**config.mk**
```make
export PLATFORM = sky130hd
export DESIGN_NAME = updown_modn_counter
export DESIGN_NICKNAME = d
export VERILOG_FILES = /design/src/rtl/updown_modn_counter.sv
export SDC_FILE = /design/constraint.sdc
export NUM_CORES = 1
export LEC_CHECK = 0
export ABC_AREA = 1
export BUFFER_PORTS_ARGS = -buffer_cell sky130_fd_sc_hd__buf_2
export CORE_MARGIN = 2
export CORE_UTILIZATION = 35
export CTS_CLUSTER_SIZE = 30
export DETAILED_ROUTE_END_ITERATION = 7
export SETUP_SLACK_MARGIN = 0.2
export SYNTH_ARGS = -nofsm -noshare
export SYNTH_HDL_FRONTEND = slang
export SYNTH_SLANG_ARGS = --single-unit
```
**constraint.sdc**
```tcl
create_clock -name clk -period 1.83 [get_ports clk]
set_input_delay 0.0915 -clock clk [delete_from_list [all_inputs] [get_ports clk]]
set_output_delay 0.0915 -clock clk [all_outputs]
set_load 0.02 [all_outputs]
```
**src/rtl/updown_modn_counter.sv**
```systemverilog
// Synchronous up/down modulo-N counter with parallel load.
// Carry/borrow pulses allow cascading digits; wrap or saturate at range ends.
module updown_modn_counter #(
    parameter int WIDTH    = 4,
    parameter int MODULUS  = 10,
    parameter int SATURATE = 0
) (
    input  logic             clk,
    input  logic             reset,
    input  logic             en,
    input  logic             inc,
    input  logic             dec,
    input  logic             load,
    input  logic [WIDTH-1:0] load_val,
    output logic [WIDTH-1:0] q,
    output logic             carry,
    output logic             borrow,
    output logic             load_err,
    output logic             at_max,
    output logic             at_zero
);

    localparam logic [WIDTH:0] MAX_V = (WIDTH+1)'(MODULUS - 1);
    localparam logic [WIDTH:0] ONE   = (WIDTH+1)'(1);

    // One spare bit so MODULUS == 2**WIDTH compares cleanly.
    logic [WIDTH:0] q_r;
    logic [WIDTH:0] q_nxt;
    logic [WIDTH:0] lv_ext;
    logic           carry_nxt;
    logic           borrow_nxt;
    logic           load_err_nxt;

    assign lv_ext  = {1'b0, load_val};
    assign q       = q_r[WIDTH-1:0];
    assign at_max  = (q_r == MAX_V);
    assign at_zero = (q_r == '0);

    always_comb begin
        q_nxt        = q_r;
        carry_nxt    = 1'b0;
        borrow_nxt   = 1'b0;
        load_err_nxt = 1'b0;
        if (load) begin
            if (lv_ext <= MAX_V) begin
                q_nxt = lv_ext;
            end else begin
                q_nxt        = MAX_V;
                load_err_nxt = 1'b1;
            end
        end else if (en) begin
            unique case ({inc, dec})
                2'b10: begin
                    if (q_r == MAX_V) begin
                        carry_nxt = 1'b1;
                        if (SATURATE == 0) q_nxt = '0;
                    end else begin
                        q_nxt = q_r + ONE;
                    end
                end
                2'b01: begin
                    if (q_r == '0) begin
                        borrow_nxt = 1'b1;
                        if (SATURATE == 0) q_nxt = MAX_V;
                    end else begin
                        q_nxt = q_r - ONE;
                    end
                end
                default: ;
            endcase
        end
    end

    always_ff @(posedge clk) begin
        if (reset) begin
            q_r      <= '0;
            carry    <= 1'b0;
            borrow   <= 1'b0;
            load_err <= 1'b0;
        end else begin
            q_r      <= q_nxt;
            carry    <= carry_nxt;
            borrow   <= borrow_nxt;
            load_err <= load_err_nxt;
        end
    end

endmodule
```
# Word level (Yosys, flattened, before mapping)
# Index checks and enable logic that the tools add are counted.
[totals]
out_inout_bits = 9
inputBits = 10
register_bits = 8
[classes]
addsub = 2
n_eq_ne = 3
reduce_logical = 7
n_bitwise = 4
muxes = 9
magnitude_cmp = 1
[op_table]
columns = ["cell", "n"]
rows = [
  ["$mux W5", 4],
  ["$pmux W5 S2", 1],
  ["$reduce_or A4 Y1", 2],
  ["$add A5 B1 Y5 const B", 1],
  ["$eq A5 B4 Y1 const B", 1],
  ["$logic_not A5 Y1", 1],
  ["$sub A5 B1 Y5 const B", 1],
  ["$le A4 B4 Y1 const B", 1],
  ["$mux W4", 1],
  ["$not A1 Y1", 4],
  ["$mux W1", 3],
  ["$reduce_bool A3 Y1", 1],
  ["$eq A2 B1 Y1 const B", 1],
  ["$eq A2 B2 Y1 const B", 1],
  ["$reduce_and A2 Y1", 1],
  ["$reduce_bool A2 Y1", 1],
  ["$reduce_or A2 Y1", 1],
]

# Depth between registers and ports, before layout
# Gate-level depths: netlist (run 1).
[logic_depth]
ltp_word = 5
mapped_depth = 9

# Worst setup path before layout (run 1)
# Ideal clock, no wire load.
[synth_path]
kind = "register to register"
from = "reg q_r[0]"
to = "reg q_r[3]"
synth_period_minus_slack_ps = 1365
required_time_ps = 1760
setup_slack_ps = 465
path_stages_with_launch = 9
t_arrival_ps = 1295
path_buffers = 0
setup_ps = 70
path_cell_list = "dfxtp_1 > inv_1 > ha_1 > nand2_4 > nor3_4 > nand2_1 > nand3_1 > nand2_1 > a21oi_1"
[synth_via]
elab_chain_cells = 5
elab_cells_between_ends = 9
[synth_lines]
columns = ["item", "line", "text"]
rows = [
  ["start: declaration", "27", "logic [WIDTH:0] q_r;"],
  ["start signal: assignment", "81", "q_r <= q_nxt;"],
  ["$logic_not A5 Y1", "-", ""],
  ["named net at_zero", "20", "output logic at_zero"],
  ["$mux W5", "62", "if (q_r == '0) begin"],
  ["$pmux W5 S2", "52", "unique case ({inc, dec})"],
  ["$mux W5", "51", "end else if (en) begin"],
  ["$mux W5", "44", "if (load) begin"],
]
# The timed path passes the listed nets, and every way through them passes these cells. The select of a mux whose other input is x is not followed.
# A chain may end at the register's enable or synchronous reset.

# Final worst setup path (run 1)
[layout_path]
from = "reg q_r[2]"
to = "out at_max"
[layout_via]
elab_chain_cells = 1
[layout_lines]
columns = ["item", "line", "text"]
rows = [
  ["$eq A5 B4 Y1", "36", "assign at_max = (q_r == MAX_V);"],
  ["end: declaration", "19", "output logic at_max,"],
]
# Every way passes these cells.

==> metrics.md, run 1 <==
| Metric | Value |
|---|---|
| Status | `complete, no violations` |
| Clock skew | `~3.6 ps` |
| Psw | `about 0.17 mW` |
| Slew HR | `0.6561` |
| Flop pwr share | `0.410` |
| Layout fillers | `a little under 200` |
| CTS H-tree lvls | `1` |
| Post-CTS Setup Bufs | `0` |
| DR iter-0 viols | `15` |
| Int Pwr | `0.3191 mW` |
| Seq/Total Area, Yosys | `0.2406` |
| Synthesis Warnings | `0` |
| Die width | `47.61 um` |
| Final Instance Area | `around 770 um2` |
| Worst-skew pair later-pin latency | `around 250 ps` |
| Worst-path maximum fanout | `11` |
| Post-synthesis register bit count | `8` |
| Share of cells above drive strength 1 | `0.3158` |
| WL/cell | `10.63 um` |
| CORE AREA | `1764 um2` |
| Final net count | `129` |
| Post-synthesis cell area | `around 670 um2` |
| CP delay by family, top | `flip-flops` |
| Num rows | `15` |
| Number of buffers created by CTS | `3` |
| Commonest cells after routing, fill and taps aside | `nand2_1 (27), buf_2 (18), nand3_1 (10)` |
| Vias post-DR | `~660` |
| WP data arrival | `~1400 ps` |
| Hold Path Class | `in -> reg` |
| Area post-placement | `742.0 um2` |
| Area growth syn-to-layout | `15.04%` |
| Pre-CTS setup slack | `roughly 320 ps` |
| CP max-delay cell | `dfxtp_1` |
| Worst path max stage delay | `around 640 ps` |
| Vias per cell | `4.763` |
| Max_cap viols | `0` |
| Fin crit share | `0.7947` |
| Kind of critical path | `reg -> out` |
| Post-DP HPWL | `1.173 mm` |
| Largest net degree at the start of global routing | `12` |
| Chip height | `around 48 um` |
| GRT Util Overall | `0.1454` |
| Total global routing overflow | `0` |
| CP cell instances | `nor2_2, nand2_1, clkinv_1, buf_2` |
| Worst path bufs/invs | `2` |
| I/O Pins | `19` |
| Commonest non-fill, non-tap cell in the layout | `nand2_1` |
| Period minus WS final | `approximately 1500 ps` |
| LEAKAGE | `~0.39 nW` |
| Drt pass-1 iters | `4` |
| Initial antenna violation count | `0` |
| CTS clk-pin slew, worst paths | `50 ps` |
| Vias in the first global route | `544` |
| Final setup viols | `0` |
| Worst VDD drop | `roughly 0.37 mV` |
| Wire length of the first global-routing pass | `2.311 mm` |
| Yosys cell types | `23` |
| Gate power share | `0.322` |
| Final Slew Violations | `0` |
| Worst setup SP type | `flop` |
| Fin. Hold Viols | `0` |
| Die area | `roughly 2300 um2` |
| CTS sink cnt | `8` |
| Clk network pwr share | `0.268` |
| Final setup TNS | `0 ps` |
| Pwr/cell area | `about 640 nW/um2` |
| Hold Slack | `between 70 and 80 ps` |
| Drt total wl | `about 1.5 mm` |
| Slew @ Worst Pin | `515.2 ps` |
| Syn_area_per_cell | `roughly 6.8 um2` |
| Max Clk Rate | `687.6 MHz` |
| Post-DRT Antenna Nets | `0` |
| Switching part of the total | `0.3526` |
| Ant. Diodes | `0` |
| Hold_buf cts | `0` |
| Longest Clk Path Bufs | `2` |
| Initial Util | `0.3773` |
| Worst setup margin | `about 380 ps` |
| Cell count after synthesis | `just under 100` |
| Clock Tree Root | `clkbuf_4` |
| Critical Path Sink Type | `output pin` |
| Worst endpoint required time | `1740 ps` |
| IO Port Bufs | `18` |
| # DRC | `0` |
| CTS tree | `yes` |
| Multi-input logic area | `401.6 um2` |
| RSZ-0062 raised after global routing | `no` |
| GP Congestion | `approximately 0.82` |
| Reg area | `around 160 um2` |
| Post-Syn Nets | `about 110` |
synthesized netlist by cell type:
library cell  count  area (um2)
a21oi_1           8       40.04
ha_1              3       37.54
inv_1             7       26.28
a21oi_2           1       8.760
buf_6             2       22.52
nor2_1            4       15.01
nor3_1            2       10.01
nand4_1           2       12.51
dfxtp_1           8       160.2
clkinv_1          2       7.510
xor2_1            2       17.52
buf_4             4       30.03
inv_4             1       6.260
inv_2             3       11.26
nor3_4            1       16.27
nand3_2           1       10.01
nor2_2            2       12.51
o21ai_0           4       20.02
nand2_1          27       101.4
nand3_1          10       50.05
nand2_4           2       22.52
nor2_4            1       11.26
a21oi_4           1       16.27
worst reg2reg max path, stage by stage, from the launching register on:
cell	delay [ps]
dfxtp_2	400
inv_1	90
ha_1	250
nand2_4	100
nor2_1	50
nand2_1	130
nand2_1	60
nand2_1	70
nand2_1	50
a21oi_1	150
power groups by stage:
stage               registers, mW  logic (mW)  clock network, mW
detailed placement          0.205       0.157                  0
floorplan                   0.197       0.131                  0
finish                      0.202       0.159              0.132
global placement            0.204       0.157                  0
CTS                         0.201       0.159              0.140
global route                0.204       0.175              0.147
logic make-up after synthesis:
| group | after synthesis | share of synthesized area |
|---|---|---|
| AO/OA/AOI/OAI | 14 | 0.1278 |
| buffers and inverters | 19 | 0.1560 |
| flip-flops | 8 | 0.2406 |
| XOR/XNOR | 2 | 0.02632 |
| AND/OR/NAND/NOR | 52 | 0.3929 |
| adder cells (fa/ha/maj) | 3 | 0.05640 |
metrics by stage:
step	total power, mW	cells	util
floorplan	0.3280	98	-
global placement	0.3614	136	0.4206
detailed placement	0.3623	136	0.4206
CTS	0.4997	139	0.4333
global route	0.5261	139	0.4340
finish	0.4929	139	0.4340
registers in the layout, indices dropped and copies added, names as in the netlist:
register / flops
q_r: 5
load_err: 1
borrow: 1
carry: 1
worst paths after layout:
| kind | from | endpoint | slack [ps] | cells past startpoint |
|---|---|---|---|---|
| hold / removal | reset | q_r[0]$_SDFFE_PP0P_ | 70 | 2 |
| setup / recovery | q_r[2]$_SDFFE_PP0P_ | at_max | 380 | 4 |
| setup reg to reg | q_r[0]$_SDFFE_PP0P_ | q_r[1]$_SDFFE_PP0P_ | 420 | 9 |
| hold reg to reg | q_r[4]$_SDFFE_PP0P_ | q_r[4]$_SDFFE_PP0P_ | 590 | 2 |
layout make-up:
type                            count  share of cell area
Clock buffer                        3             0.02941
Inverter                           13             0.06699
Multi-Input combinational cell     71              0.5245
Sequential cell                     8              0.2108
Tap cell                           25             0.04085
Timing Repair Buffer               19              0.1275
routing by layer:
layer  wire (um)  share of wire  track usage
met1         731           0.49       0.2000
met2         626           0.42       0.2243
met3         111          0.075      0.04528
met4           8         0.0054      0.03243
met5           0              0            0
timing repair:
action,4_1_cts,5_1_grt
gates resized for setup,0,1
hold endpoints to repair,0,0
endpoints found under the setup margin,0,2
Note: power is estimated with default switching activity, not from simulation.
==> run 2, diff against run 1 <==
- clock period: 1.83 -> 1.26 ns (I/O delays scaled with it)
==> metrics.md, run 2 (same netlist as run 1, synthesis figures left out) <==
| Metric | Value |
|---|---|
| Status | `complete, but fails checks` |
| Failing checks | `negative setup slack` |
| Hold Slack | `~36 ps` |
| Hold EP | `q_r[0]$_SDFFE_PP0P_` |
| Clock skew | `~6 ps` |
| M1 wire length | `about 750 um` |
| Area post-placement | `roughly 830 um2` |
| CTS H-tree lvls | `1` |
| Commonest non-fill, non-tap cell in the layout | `nand2_1` |
| Top sig layer | `met4` |
| Clock Tree Root | `clkbuf_4` |
| Post-DP HPWL | `roughly 1.2 mm` |
| Chip height | `around 48 um` |
| Vias post-DR | `just over 700` |
| Slew HR | `0.7935` |
| Share of cells above drive strength 1 | `0.5469` |
| Commonest cells after routing, fill and taps aside | `nand2_1 (22), buf_2 (15), nand3_1 (9), buf_4 (9), buf_6 (7)` |
| DR iter-0 viols | `6` |
| Max reg flops | `5` |
| Final Slew Violations | `0` |
| # DRC | `0` |
| Biggest register | `q_r` |
| Max_cap viols | `0` |
| Final setup TNS | `-89.49 ps` |
| Worst setup margin | `-33.49 ps` |
| RSZ-0062 raised after global routing | `yes` |
| Ant. Diodes | `0` |
| Final net count | `142` |
| R2R Path Start | `q_r[0]$_SDFFE_PP0P_` |
| Met2 wire len | `slightly above 800 um` |
| Worst VDD drop | `~0.85 mV` |
| Num rows | `15` |
| Worst-skew pair later-pin latency | `260 ps` |
| GP Congestion | `between 0.7 and 0.8` |
| Final Instance Area | `just over 1000 um2` |
| Fin util | `0.5709` |
| CTS sink cnt | `8` |
| Layout fillers | `175` |
| Kind of critical path | `reg -> out` |
| Fin. Hold Viols | `0` |
| Hold wc startpoint | `reset` |
| Largest net degree at the start of global routing | `12` |
| Period minus WS final | `between 1000 and 1500 ps` |
| FF-to-FF setup slack | `-20 ps` |
| GRT Util Overall | `0.1729` |
| Slew @ Worst Pin | `309.0 ps` |
| CTS tree | `yes` |
| Worst path bufs/invs | `3` |
| Worst endpoint required time | `1200 ps` |
| CORE AREA | `between 1500 and 2000 um2` |
| WP data arrival | `between 1000 and 1500 ps` |
| Fin crit share | `1.027` |
| CP delay by family, top | `flip-flops` |
| CP max-delay cell | `dfxtp_4` |
| Vias per cell | `~4.7` |
| CP cell instances | `inv_4, ha_4, nand2_4, nor3_4, buf_4, buf_6` |
| R2R Path End | `q_r[2]$_SDFFE_PP0P_` |
| Die area | `2267 um2` |
| Area growth syn-to-layout | `51.32%` |
| Total global routing overflow | `0` |
| Die width | `between 40 and 50 um` |
| Pwr/cell area | `887.0 nW/um2` |
| Final setup viols | `5` |
| Worst setup SP type | `flop` |
| I/O Pins | `19` |
| Longest Clk Path Bufs | `2` |
| Worst r2r path cells | `10` |
| Worst-path maximum fanout | `4` |
| Number of buffers created by CTS | `3` |
| Wire length of the first global-routing pass | `2.691 mm` |
| Drt total wl | `1.671 mm` |
| LEAKAGE | `0.4861 nW` |
| Post-DRT Antenna Nets | `0` |
| Hold Path Class | `in -> reg` |
| Critical Path Sink Type | `output pin` |
| Vias in the first global route | `around 620` |
| Initial Util | `0.3773` |
| DR WL met3 | `92 um` |
| IO Port Bufs | `18` |
| Max Clk Rate | `between 700 and 800 MHz` |
| Initial antenna violation count | `0` |
| Hold path depth | `2` |
| CTS clk-pin slew, worst paths | `60 ps` |
| Drt pass-1 iters | `6` |
| Hold_buf cts | `0` |
| WL/cell | `10.92 um` |
| Worst path max stage delay | `about 360 ps` |
==> run 2: final cells by class <==
class                           instances  area (um2)  area share
Multi-Input combinational cell         71       481.7      0.4783
Timing Repair Buffer                   32       241.5      0.2398
Sequential cell                         8       168.9      0.1677
Inverter                               13       57.56     0.05714
Tap cell                               25       31.28     0.03106
Clock buffer                            4       26.28     0.02609
==> run 2: timing repair <==
action                     in CTS  in global routing
setup endpoints to repair       9                 10
buffers inserted                6                  1
pin swaps                       5                  9
resized for setup              19                 10
==> run 2: through the flow <==
step | cells | worst slack (ps) | power, mW
floorplan | 98 | -31.37 | 0.4934
global placement | 142 | -32.13 | 0.5808
detailed placement | 142 | -22.86 | 0.5830
CTS | 152 | -36.73 | 0.8635
global route | 153 | -111.0 | 0.9520
finish | 153 | -33.49 | 0.8934
==> run 2: report_power, final <==
part | switching (mW) | total, mW | internal (mW)
Clock | 0.0957 | 0.217 | 0.122
Combinational | 0.199 | 0.391 | 0.192
Sequential | 0.0186 | 0.285 | 0.266
Total | 0.314 | 0.893 | 0.580
==> run 2: how the worst max path moves through the flow <==
stage | from | to | slack [ps] | cells after the start
6_report | q_r[0]$_SDFFE_PP0P_ | at_zero | -30 | 6
5_1_grt | q_r[0]$_SDFFE_PP0P_ | q_r[2]$_SDFFE_PP0P_ | -110 | 10
4_1_cts | q_r[0]$_SDFFE_PP0P_ | at_zero | -40 | 6
3_5_place_dp | q_r[1]$_SDFFE_PP0P_ | q_r[3]$_SDFFE_PP0P_ | -20 | 9
3_3_place_gp | q_r[1]$_SDFFE_PP0P_ | q_r[2]$_SDFFE_PP0P_ | -30 | 9
2_1_floorplan | q_r[1]$_SDFFE_PP0P_ | q_r[0]$_SDFFE_PP0P_ | -30 | 8
==> run 2: layer usage <==
| layer | global-route usage | up-vias |
|---|---|---|
| li1 | - | 372 |
| met1 | 0.2245 | 327 |
| met2 | 0.2757 | 19 |
| met3 | 0.06792 | 2 |
| met4 | 0.03243 | 0 |
| met5 | 0 | - |
==> run 2: worst register-to-register path, cell delays in order, from the launching register on <==
cell and delay (ps):
dfxtp_4 370, inv_4 40, ha_4 160, nand2_4 70, buf_6 100, nor2_4 30
nand2_2 90, nand3_1 70, nand2_1 100, nand2_2 60, a21oi_2 130
==> run 3, diff against run 2 <==
- CORE_ASPECT_RATIO: default -> 1.4
- SLEW_MARGIN: default -> 30
==> metrics.md, run 3 (same netlist as run 1, synthesis figures left out) <==
| Metric | Value |
|---|---|
| Fin crit share | `0.9910` |
| Worst-skew pair later-pin latency | `260 ps` |
| CTS tree | `yes` |
| Worst-path maximum fanout | `4` |
| Die width | `a little over 40 um` |
| Clock Tree Root | `clkbuf_4` |
| Chip height | `55.60 um` |
| Max_cap viols | `0` |
| Final setup viols | `0` |
| Wire length of the first global-routing pass | `roughly 3 mm` |
| Number of buffers created by CTS | `3` |
| Drt total wl | `between 1.5 and 2 mm` |
| Largest net degree at the start of global routing | `11` |
| Kind of critical path | `reg -> out` |
| Initial antenna violation count | `0` |
| Fin util | `0.5450` |
| Max reg flops | `5` |
| Period minus WS final | `between 1000 and 1500 ps` |
| I/O Pins | `19` |
| Fin. Hold Viols | `0` |
| Ant. Diodes | `0` |
| CTS H-tree lvls | `1` |
| Post-DP HPWL | `1.320 mm` |
| Drt pass-1 iters | `4` |
| WP data arrival | `between 1000 and 1500 ps` |
| Final net count | `138` |
| CTS clk-pin slew, worst paths | `approximately 50 ps` |
| Biggest register | `q_r` |
| Longest Clk Path Bufs | `2` |
| # DRC | `0` |
| Area growth syn-to-layout | `45.68%` |
| GRT busiest layer | `met2` |
| Critical Path Sink Type | `output pin` |
| CTS sink cnt | `8` |
| GRT Util Overall | `0.1864` |
| Post-DRT Antenna Nets | `0` |
| Vias post-DR | `~700` |
| M3 GR Usage | `0.01200` |
| Worst VDD drop | `0.5297 mV` |
| Commonest non-fill, non-tap cell in the layout | `nand2_1` |
| Status | `complete, no violations` |
| Slew @ Worst Pin | `approximately 350 ps` |
| Met1 Track Usage GR | `0.2244` |
| RSZ-0062 raised after global routing | `yes` |
| Tot Pwr | `between 0.8 and 0.9 mW` |
| LEAKAGE | `~0.46 nW` |
| Pwr/cell area | `roughly 860 nW/um2` |
| Total global routing overflow | `0` |
| Commonest cells after routing, fill and taps aside | `nand2_1 (24), buf_2 (15), nand3_1 (9)` |
| Vias in the first global route | `721` |
| Num rows | `18` |
| Share of cells above drive strength 1 | `0.5122` |
| Vias per cell | `a little under 5` |
| DR iter-0 viols | `13` |
| Max Clk Rate | `approximately 800 MHz` |
| Final setup TNS | `0 ps` |
| Initial Util | `0.3741` |
| Worst setup SP type | `flop` |
| Final Slew Violations | `0` |
| Die area | `around 2300 um2` |
| CORE AREA | `1779 um2` |
| Hold Path Class | `in -> reg` |
| GP Congestion | `0.8063` |
| Worst endpoint required time | `~1200 ps` |
| IO Port Bufs | `18` |
| Slew HR | `0.7678` |
| WL/cell | `between 10 and 15 um` |
| Met2 GRT Util | `0.3036` |
| Clock skew | `between 6 and 7 ps` |
[run 3: cell count changes in the layout (fill, tap and decap cells not counted), moves of 2 or more]
cell / before / now
buf_4: 9 / 6
buf_6: 7 / 5
ha_2: 2 / 0
ha_4: 1 / 3
nand2_1: 22 / 24
nand2_2: 5 / 3
[run 3: cell type report]
| class | count | area, um2 |
|---|---|---|
| fill | 172 | 809.5 |
| sequential | 8 | 170.2 |
| tap | 20 | 25.02 |
| timing repair buffer | 28 | 216.5 |
| multi-input combinational | 71 | 478.0 |
| inverter | 13 | 57.56 |
| clock buffer | 3 | 22.52 |
[run 3: metrics by stage]
| stage | setup slack [ps] | hold WS (ps) | instances | cell area (um2) |
|---|---|---|---|---|
| after detailed placement | -66.63 | 304.5 | 135 | 804.5 |
| after global routing | -62.75 | 61.97 | 143 | 969.7 |
| after floorplan | -31.37 | 122.4 | 98 | 691.9 |
| after CTS | 1.786 | 46.31 | 143 | 957.2 |
| after global placement | -62.38 | 297.3 | 135 | 804.5 |
| final | 11.36 | 53.41 | 143 | 969.7 |
[run 3: report_power, final]
part	internal [mW]	leakage [nW]	switching [mW]
clock	0.109	0.0138	0.0860
combinational	0.162	0.375	0.184
sequential	0.268	0.0674	0.0239
total	0.538	0.457	0.294
[run 3: path summary, 6_finish.rpt]
| check | end | startpoint | slack (ps) | cells after the start |
|---|---|---|---|---|
| worst max-delay path | at_zero | q_r[0]$_SDFFE_PP0P_ | 10 | 5 |
| worst min-delay path | q_r[0]$_SDFFE_PP0P_ | reset | 50 | 2 |
| worst max register to register | q_r[2]$_SDFFE_PP0P_ | q_r[0]$_SDFFE_PP0P_ | 20 | 9 |
| worst min register to register | q_r[4]$_SDFFE_PP0P_ | q_r[4]$_SDFFE_PP0P_ | 620 | 2 |
[run 3: critical path: stages (launching register included)]
cell and delay, ps:
dfxtp_4 370, inv_4 70, ha_4 140, nand2_4 60
nor3_4 140, buf_6 140
[run 3: repair_timing]
action                                  4_1_cts  5_1_grt
resized for setup                            21        4
hold buffers                                  0        0
setup buffers                                 5        0
pin swaps                                     8        2
endpoints found under the setup margin       10       10
[run 3: per-layer routing]
layer | part of all wire | wire, um | up-vias
met3 | 0.026 | 44 | 5
met1 | 0.41 | 698 | 306
met4 | 0.030 | 51 | 0
li1 | - | - | 362
met5 | 0 | 0 | -
met2 | 0.53 | 903 | 14
